`config.mk`:
```
export PLATFORM = sky130hd
export DESIGN_NAME = pll_cfg_sequencer_flat
export DESIGN_NICKNAME = d
export VERILOG_FILES = /design/src/rtl/pll_cfg_sequencer_if.sv /design/src/rtl/pll_cfg_sequencer.sv /design/src/flat_wrapper.sv
export SDC_FILE = /design/constraint.sdc
export NUM_CORES = 1
export LEC_CHECK = 0
export BUFFER_PORTS_ARGS = -buffer_cell sky130_fd_sc_hd__buf_2
export CAP_MARGIN = 10
export CORE_MARGIN = 2
export CORE_UTILIZATION = 30
export DETAILED_ROUTE_END_ITERATION = 10
export SKIP_LAST_GASP = 1
export SLEW_MARGIN = 10
export SYNTH_ARGS = -nofsm -noshare
export SYNTH_HDL_FRONTEND = slang
export SYNTH_SLANG_ARGS = --single-unit
export TNS_END_PERCENT = 50
```
`constraint.sdc`:
```
create_clock -name clk -period 3.6 [get_ports clk]
set_clock_uncertainty 0.1 [all_clocks]
set_input_delay 0.36 -clock clk [delete_from_list [all_inputs] [get_ports clk]]
set_output_delay 0.36 -clock clk [all_outputs]
set_load 0.005 [all_outputs]
```
`src/rtl/pll_cfg_sequencer_if.sv`:
```
// ---------------------------------------------------------------------------
// pll_cfg_sequencer_if
// Groups the PLL configuration sequencer's external signals:
//   FIFO side   : pllf_empty, pllf_rd_en, pllf_dout[103:0], pllf_flush
//   Serial side : pll_cs_n, pll_sck, pll_sdo, pll_chain[7:0], pll_lock
//   Status side : busy, cfg_done, lock_err, err_cnt[7:0]
// Modports:
//   master - the sequencer (drives pop, serial port and status)
//   slave  - the environment (FIFO, PLL and API slave)
// ---------------------------------------------------------------------------
interface pll_cfg_sequencer_if;
  logic         pllf_empty;
  logic         pllf_rd_en;
  logic [103:0] pllf_dout;
  logic         pllf_flush;
  logic         pll_cs_n;
  logic         pll_sck;
  logic         pll_sdo;
  logic [7:0]   pll_chain;
  logic         pll_lock;
  logic         busy;
  logic         cfg_done;
  logic         lock_err;
  logic [7:0]   err_cnt;

  modport master (
    input  pllf_empty, pllf_dout, pllf_flush, pll_lock,
    output pllf_rd_en, pll_cs_n, pll_sck, pll_sdo, pll_chain,
           busy, cfg_done, lock_err, err_cnt
  );

  modport slave (
    output pllf_empty, pllf_dout, pllf_flush, pll_lock,
    input  pllf_rd_en, pll_cs_n, pll_sck, pll_sdo, pll_chain,
           busy, cfg_done, lock_err, err_cnt
  );
endinterface

```
`src/rtl/pll_cfg_sequencer.sv`:
```
// ---------------------------------------------------------------------------
// pll_cfg_sequencer
// Pops PLL configuration entries from the config FIFO, shifts the 96-bit
// PLL word MSB first over a 3-wire serial port to the selected chain, then
// waits (with timeout) for the PLL to lock and reports the outcome.
// Ports:
//   clk  - system clock
//   rst  - synchronous active-high reset
//   bus  - pll_cfg_sequencer_if.master (FIFO, serial port and status)
// Parameters:
//   CLK_DIV      - clk cycles per sck half-period (1..255)
//   SETTLE_CYC   - clk cycles with cs_n high before lock sampling (>=1)
//   LOCK_TIMEOUT - maximum clk cycles to wait for pll_lock (1..65535)
// ---------------------------------------------------------------------------
module pll_cfg_sequencer #(
  parameter int CLK_DIV      = 8,
  parameter int SETTLE_CYC   = 16,
  parameter int LOCK_TIMEOUT = 4096
) (
  input logic                  clk,
  input logic                  rst,
  pll_cfg_sequencer_if.master  bus
);

  typedef enum logic [2:0] {IDLE, POP, LOAD, SHIFT, SETTLE, WAIT_LOCK} state_t;

  localparam logic [15:0] DIV_LAST     = 16'(CLK_DIV - 1);
  localparam logic [15:0] SETTLE_LAST  = 16'(SETTLE_CYC - 1);
  localparam logic [15:0] TIMEOUT_LAST = 16'(LOCK_TIMEOUT - 1);

  state_t        state_q, state_d;
  // One counter serves as sck divider, settle timer and lock timer; it is
  // cleared on every state change that uses it.
  logic [15:0]   cnt_q, cnt_d;
  logic [6:0]    bit_q, bit_d;
  logic [95:0]   shreg_q, shreg_d;
  logic          rd_en_q, rd_en_d;
  logic          cs_n_q, cs_n_d;
  logic          sck_q, sck_d;
  logic          sdo_q, sdo_d;
  logic [7:0]    chain_q, chain_d;
  logic [7:0]    err_cnt_q, err_cnt_d;
  logic          cfg_done_q, cfg_done_d;
  logic          lock_err_q, lock_err_d;
  logic          busy_q, busy_d;

  always_comb begin
    state_d    = state_q;
    cnt_d      = cnt_q;
    bit_d      = bit_q;
    shreg_d    = shreg_q;
    rd_en_d    = 1'b0;
    cs_n_d     = cs_n_q;
    sck_d      = sck_q;
    sdo_d      = sdo_q;
    chain_d    = chain_q;
    err_cnt_d  = err_cnt_q;
    cfg_done_d = 1'b0;
    lock_err_d = 1'b0;

    if (bus.pllf_flush) begin
      // Abort wins over everything; chain and error count are kept.
      state_d = IDLE;
      cs_n_d  = 1'b1;
      sck_d   = 1'b0;
      sdo_d   = 1'b0;
      cnt_d   = '0;
      bit_d   = '0;
    end else begin
      case (state_q)
        IDLE: begin
          if (!bus.pllf_empty) begin
            state_d = POP;
            rd_en_d = 1'b1;
          end
        end
        POP: state_d = LOAD;
        LOAD: begin
          shreg_d = bus.pllf_dout[103:8];
          chain_d = bus.pllf_dout[7:0];
          cs_n_d  = 1'b0;
          sck_d   = 1'b0;
          sdo_d   = bus.pllf_dout[103];
          cnt_d   = '0;
          bit_d   = '0;
          state_d = SHIFT;
        end
        SHIFT: begin
          if (cnt_q == DIV_LAST) begin
            cnt_d = '0;
            if (!sck_q) begin
              sck_d = 1'b1;
            end else begin
              // Falling sck: either finish the frame or present the next bit.
              sck_d = 1'b0;
              if (bit_q == 7'd95) begin
                cs_n_d  = 1'b1;
                sdo_d   = 1'b0;
                state_d = SETTLE;
              end else begin
                bit_d   = bit_q + 7'd1;
                sdo_d   = shreg_q[94];
                shreg_d = {shreg_q[94:0], 1'b0};
              end
            end
          end else begin
            cnt_d = cnt_q + 16'd1;
          end
        end
        SETTLE: begin
          if (cnt_q == SETTLE_LAST) begin
            cnt_d   = '0;
            state_d = WAIT_LOCK;
          end else begin
            cnt_d = cnt_q + 16'd1;
          end
        end
        WAIT_LOCK: begin
          // Lock is tested first so it wins a tie with the timeout.
          if (bus.pll_lock) begin
            cfg_done_d = 1'b1;
            state_d    = IDLE;
          end else if (cnt_q == TIMEOUT_LAST) begin
            lock_err_d = 1'b1;
            if (err_cnt_q != 8'hFF) err_cnt_d = err_cnt_q + 8'd1;
            state_d = IDLE;
          end else begin
            cnt_d = cnt_q + 16'd1;
          end
        end
        default: state_d = IDLE;
      endcase
    end
    busy_d = (state_d != IDLE);
  end

  always_ff @(posedge clk) begin
    if (rst) begin
      state_q    <= IDLE;
      cnt_q      <= '0;
      bit_q      <= '0;
      shreg_q    <= '0;
      rd_en_q    <= 1'b0;
      cs_n_q     <= 1'b1;
      sck_q      <= 1'b0;
      sdo_q      <= 1'b0;
      chain_q    <= '0;
      err_cnt_q  <= '0;
      cfg_done_q <= 1'b0;
      lock_err_q <= 1'b0;
      busy_q     <= 1'b0;
    end else begin
      state_q    <= state_d;
      cnt_q      <= cnt_d;
      bit_q      <= bit_d;
      shreg_q    <= shreg_d;
      rd_en_q    <= rd_en_d;
      cs_n_q     <= cs_n_d;
      sck_q      <= sck_d;
      sdo_q      <= sdo_d;
      chain_q    <= chain_d;
      err_cnt_q  <= err_cnt_d;
      cfg_done_q <= cfg_done_d;
      lock_err_q <= lock_err_d;
      busy_q     <= busy_d;
    end
  end

  assign bus.pllf_rd_en = rd_en_q;
  assign bus.pll_cs_n   = cs_n_q;
  assign bus.pll_sck    = sck_q;
  assign bus.pll_sdo    = sdo_q;
  assign bus.pll_chain  = chain_q;
  assign bus.busy       = busy_q;
  assign bus.cfg_done   = cfg_done_q;
  assign bus.lock_err   = lock_err_q;
  assign bus.err_cnt    = err_cnt_q;

endmodule

```
`src/flat_wrapper.sv`:
```
// flat-port wrapper written by rule: the top's interface ports become plain ports
module pll_cfg_sequencer_flat 
#(
  parameter int CLK_DIV      = 8,
  parameter int SETTLE_CYC   = 16,
  parameter int LOCK_TIMEOUT = 4096
)
  (clk, rst, bus_pllf_empty, bus_pllf_dout, bus_pllf_flush, bus_pll_lock, bus_pllf_rd_en, bus_pll_cs_n, bus_pll_sck, bus_pll_sdo, bus_pll_chain, bus_busy, bus_cfg_done, bus_lock_err, bus_err_cnt);
  pll_cfg_sequencer_if bus_i ();
  input logic clk;
  input logic rst;
  input wire logic [$bits(bus_i.pllf_empty)-1:0] bus_pllf_empty;
  input wire logic [$bits(bus_i.pllf_dout)-1:0] bus_pllf_dout;
  input wire logic [$bits(bus_i.pllf_flush)-1:0] bus_pllf_flush;
  input wire logic [$bits(bus_i.pll_lock)-1:0] bus_pll_lock;
  output wire logic [$bits(bus_i.pllf_rd_en)-1:0] bus_pllf_rd_en;
  output wire logic [$bits(bus_i.pll_cs_n)-1:0] bus_pll_cs_n;
  output wire logic [$bits(bus_i.pll_sck)-1:0] bus_pll_sck;
  output wire logic [$bits(bus_i.pll_sdo)-1:0] bus_pll_sdo;
  output wire logic [$bits(bus_i.pll_chain)-1:0] bus_pll_chain;
  output wire logic [$bits(bus_i.busy)-1:0] bus_busy;
  output wire logic [$bits(bus_i.cfg_done)-1:0] bus_cfg_done;
  output wire logic [$bits(bus_i.lock_err)-1:0] bus_lock_err;
  output wire logic [$bits(bus_i.err_cnt)-1:0] bus_err_cnt;
  assign bus_i.pllf_empty = bus_pllf_empty;
  assign bus_i.pllf_dout = bus_pllf_dout;
  assign bus_i.pllf_flush = bus_pllf_flush;
  assign bus_i.pll_lock = bus_pll_lock;
  assign bus_pllf_rd_en = bus_i.pllf_rd_en;
  assign bus_pll_cs_n = bus_i.pll_cs_n;
  assign bus_pll_sck = bus_i.pll_sck;
  assign bus_pll_sdo = bus_i.pll_sdo;
  assign bus_pll_chain = bus_i.pll_chain;
  assign bus_busy = bus_i.busy;
  assign bus_cfg_done = bus_i.cfg_done;
  assign bus_lock_err = bus_i.lock_err;
  assign bus_err_cnt = bus_i.err_cnt;
  pll_cfg_sequencer #(.CLK_DIV(CLK_DIV), .SETTLE_CYC(SETTLE_CYC), .LOCK_TIMEOUT(LOCK_TIMEOUT)) u_core (.clk(clk), .rst(rst), .bus(bus_i));
endmodule
```
# After elaboration in Yosys (flattened, before gate mapping)
# Cells that the tools add are included.
totals:
  word_cells: 88
  reg_bits: 144
  in_bits: 109
classes:
  n_reduce_logical: 16
  add_sub_neg: 3
  n_eq_ne: 16
  bitwise_logic: 4
  mux: 36
op_table:
  columns: ["operator", "n"]
  rows:
  - ["95-bit two-way mux", 3]
  - ["95-bit case mux with 2 select lines", 1]
  - ["16-bit two-way mux", 4]
  - ["16-bit case mux with 4 select lines", 1]
  - ["3-bit two-way mux", 8]
  - ["7-bit two-way mux", 3]
  - ["3-bit case mux with 6 select lines", 1]
  - ["16-bit by 1-bit adder with 16-bit output (second input constant)", 1]
  - ["16-bit by 12-bit == test with 1-bit output (second input constant)", 1]
  - ["16-bit by 3-bit == test with 1-bit output (second input constant)", 1]
  - ["16-bit by 4-bit == test with 1-bit output (second input constant)", 1]
  - ["7-bit case mux with 2 select lines", 1]
  - ["1-bit two-way mux", 11]
  - ["5-bit AND reduction", 2]
  - ["8-bit by 1-bit adder with 8-bit output (second input constant)", 1]
  - ["8-bit inequality test (second input constant)", 1]
  - ["4-bit AND reduction", 2]
  - ["7-bit by 1-bit adder with 7-bit output (second input constant)", 1]
  - ["7-bit == test (second input constant)", 1]
  - ["3-bit by 2-bit == test with 1-bit output (second input constant)", 2]
  - ["3-bit == test (second input constant)", 2]
  - ["2-bit by 1-bit inequality test with 1-bit output (second input constant)", 3]
  - ["2-bit inequality test (second input constant)", 3]
  - ["1-bit case mux with 2 select lines", 3]
  - ["other kinds (11)", 17]

# Depth between registers and ports, before layout
depth:
  word_depth: 7
  mapped_depth: 10
  depth_no_buf: 6

# Least setup slack after synthesis
# Ideal clock, no wire load.
synth_path:
  path_type: "reg2reg"
  startpoint: "reg u_core.cnt_q[15]"
  endpoint: "reg u_core.cnt_q[7]"
  path_stages_with_launch: 8
  n_path_buf: 2
  period_less_slack_ns: 2.548
  setup_ns: 0.100
  required_time_ns: 3.400
  slack_ns: 1.052
  t_arrival_ns: 2.349
  path_cell_list: "dfxtp_1 -> or4_4 -> buf_6 -> or4_4 -> a211oi_4 -> buf_6 -> nor2_4 -> a2111oi_4"
synth_via:
  elab_chain_cells: 3
  elab_cells_between_ends: 8
synth_rtl:
  columns: ["element", "line", "source"]
  rows:
  - ["start, declared", "pll_cfg_sequencer.sv:34", "logic [15:0] cnt_q, cnt_d;"]
  - ["start signal, assigned", "pll_cfg_sequencer.sv:154", "cnt_q <= cnt_d;"]
  - ["16-bit by 4-bit == test with 1-bit output (tied with other cells)", "pll_cfg_sequencer.sv:111", "if (cnt_q == SETTLE_LAST) begin"]
  - ["16-bit two-way mux (tied with other cells)", "pll_cfg_sequencer.sv:111", null]
  - ["16-bit case mux with 4 select lines or 3-bit AND reduction (tied branches)", null, null]
# Parallel ways exist; a longest one is shown, timed or not.
# A chain may end at the register's enable or synchronous reset.

# Worst setup path in the final report
layout_path:
  startpoint: "reg u_core.cnt_q[15]"
  endpoint: "reg u_core.cnt_q[11]"
# Same word-level chain as after synthesis.

==> results.toml <==
[placed_design]
place_congestion = 0.8113
place_ws_ps = 767.7
portBuffers = 131
hpwl_mm = 11.35

[die]
fp.dieH_um = 153.3
rows = 54
initial_core_util = 0.3057
die_w_um = 153.3
io_pins = 132
core_area_sq_um = 21890
die_area_sq_um = 23510

[detailed_routing]
top_layer_used = "met4"
via_per_inst = 5.328
drt_wl_total_mm = 18.29
postRouteAntennaNets = 0
drt_iter0_markers = 448
dr.pass1.iters = 5
dr_wl_met2_mm = 8.103
num_vias = 6452
wl_per_cell_um = 15.10
route.detailed.drc = 0
drt-met1-wl_mm = 9.098
routed-wl-met3_um = 838

[clock_tree]
cts_tree = "built"
ctsHoldBuffers = 0
h-tree-depth = 4
root_buffer = "clkbuf_16"
numCtsBuffers = 17
clock_latency_ps = 430
ctsResizeCount = 0
cts_buffer_depth = 2
post_cts_buffers = 0
cts_num_sinks = 144
clk_pin_slew_worst_paths_ps = 60

[run]
maxCapViolCount = 0

[timing]
tns_ps = 0
fin_crit_sh = 0.8033
rsz0062_at_grt = "false"
hold_ws_ps = 27.33
max_freq_mhz = 345.8
period_needed_ps = 2892
max-slew-margin-rel = 0.2723
worst_pin_slew_ps = 1092
hold_violations = 0
worst_slack_ps = 708.0
final-setup-viol-count = 0
slew_violations = 0

[global_routing]
grt_max_degree = 100
grt.overflow.total = 0
first_global_vias = 5760
grt_pass1_wl_mm = 29.89
antenna_found_initial = 0
grt_use_total = 0.1535

[yosys]
yosys.area.top_type = "dfxtp_1"
synth_top_area_share = 0.4308
avgSynthCellArea_sq_um = 8.043
synth_edf_count = 0
syn_area_sq_um = 6691
synth_ff_type = "dfxtp_1"
synth_cell_types = 56
yosys_register_bits = 144
synth.area.top_cells = "dfxtp_1, nand2_1, a311oi_1, a21oi_1, clkbuf_1"
yosys-top-cells-count = "nand2_1, dfxtp_1, a21oi_1"
synthArstFlopShare = 0
synth_cells = 832
synth_fp_nets = 944
yosysSeqAreaShare = 0.4308
yosysMostFrequentCell = "nand2_1"
yosysWarnings = 0

[worst_setup_path]
startpoint_type = "register"
crit_arrival_ps = 3140
crit_fanout = 15
crit_type = "register to register"
worst-endpoint-required_ps = 3840
cp-end-kind = "register"

[power_and_ir_drop]
peakVddDrop_uv = 301.9
power_density_nw_per_um2 = 439.3
p_int_w = 0.002669
power.switching_w = 0.0008837
switching_share = 0.2487
p_comb_frac = 0.056
leakage_nw = 2.925
seqPwrFrac = 0.457
power_frac_clock = 0.486

[finish]
fillers = 2332
diodes = 0
final_nets = 1030
drive_gt1_frac = 0.2116
syn_to_final_growth_pct = 20.87

[worst_hold_path]
hold_class = "input pin to register"

[run_status]
outcome = "completed"
metal layers:
metal  GRT usage  up-vias
li1            -     3216
met1      0.2258     3042
met2      0.2213      178
met3     0.03090       16
met4     0.05461        0
met5           0        -
kinds of logic after synthesis:
group	after synthesis	synth area share
adders and majority gates	3	0.005610
DFF	144	0.4308
and+or+nand+nor	332	0.2279
AOI/OAI and AO/OA	256	0.2580
buffers and inverters	83	0.05797
xor gates and xnor gates	7	0.009162
muxes	7	0.01047
per-stage QoR:
step                      std cells    util  instance area (sq um)  total power [W]
after global placement         1179  0.3431                   7510         0.001861
after global routing           1211  0.3695                   8088         0.003700
after CTS                      1211  0.3695                   8088         0.003600
final                          1211  0.3695                   8088         0.003553
after floorplan                 832       -                   6691         0.001766
after detailed placement       1179  0.3431                   7510         0.001860
state kept, by name, indices dropped and copies added (netlist names):
name	cells
u_core.bit_q	7
u_core.bus.busy	1
u_core.bus.cfg_done	1
u_core.bus.err_cnt	8
u_core.bus.lock_err	1
u_core.bus.pll_chain	8
u_core.bus.pll_cs_n	1
u_core.bus.pll_sck	1
u_core.bus.pll_sdo	1
u_core.bus.pllf_rd_en	1
u_core.cnt_q	16
u_core.shreg_q	95
u_core.state_q	3
placed cells by master (no fill, tap or decap), drive strengths merged, types with 6 or more instances in the layout:
| cell type | count |
|---|---|
| nand2 | 228 |
| dfxtp | 144 |
| buf | 143 |
| a21oi | 122 |
| a311oi | 94 |
| nor2 | 20 |
| clkbuf | 17 |
| o21ai | 17 |
| nand3 | 14 |
| inv | 14 |
| or4 | 10 |
| nand4 | 9 |
| or3 | 9 |
| mux2i | 7 |
| nor3 | 6 |
| a31oi | 6 |
| nor4 | 6 |
final timing paths:
path / start / end / slack, ps / cells past startpoint
setup / recovery: u_core.cnt_q[15] / u_core.cnt_q[11] / 710 / 5
setup reg to reg: u_core.cnt_q[15] / u_core.cnt_q[11] / 710 / 5
hold reg to reg: u_core.bus.pll_chain[4] / u_core.bus.pll_chain[4] / 350 / 2
hold / removal: bus_pllf_empty / u_core.bus.pllf_rd_en / 30 / 2
power by group through the flow:
stage / Sequential [W] / Combinational, W / Clock (W)
2_1_floorplan: 0.00166 / 0.000110 / 0
3_3_place_gp: 0.00166 / 0.000201 / 0
3_5_place_dp: 0.00166 / 0.000200 / 0
4_1_cts: 0.00162 / 0.000201 / 0.00177
5_1_grt: 0.00163 / 0.000222 / 0.00185
6_report: 0.00162 / 0.000200 / 0.00173
critical path, cell delays in order (launching register included):
cell	delay, ps
dfxtp_1	340
or4_4	610
or4_4	610
a211oi_4	610
o21ai_1	350
a21oi_1	200
final cells by class:
class,count,area [sq um],area share
Multi-Input combinational cell,605,3452,0.4268
Sequential cell,144,2883,0.3564
Timing Repair Buffer,143,798.3,0.09870
Clock buffer,17,425.4,0.05260
Tap cell,280,350.3,0.04332
Clock inverter,15,152.6,0.01887
Inverter,7,26.28,0.003249
(Power assumes the default switching activity.)
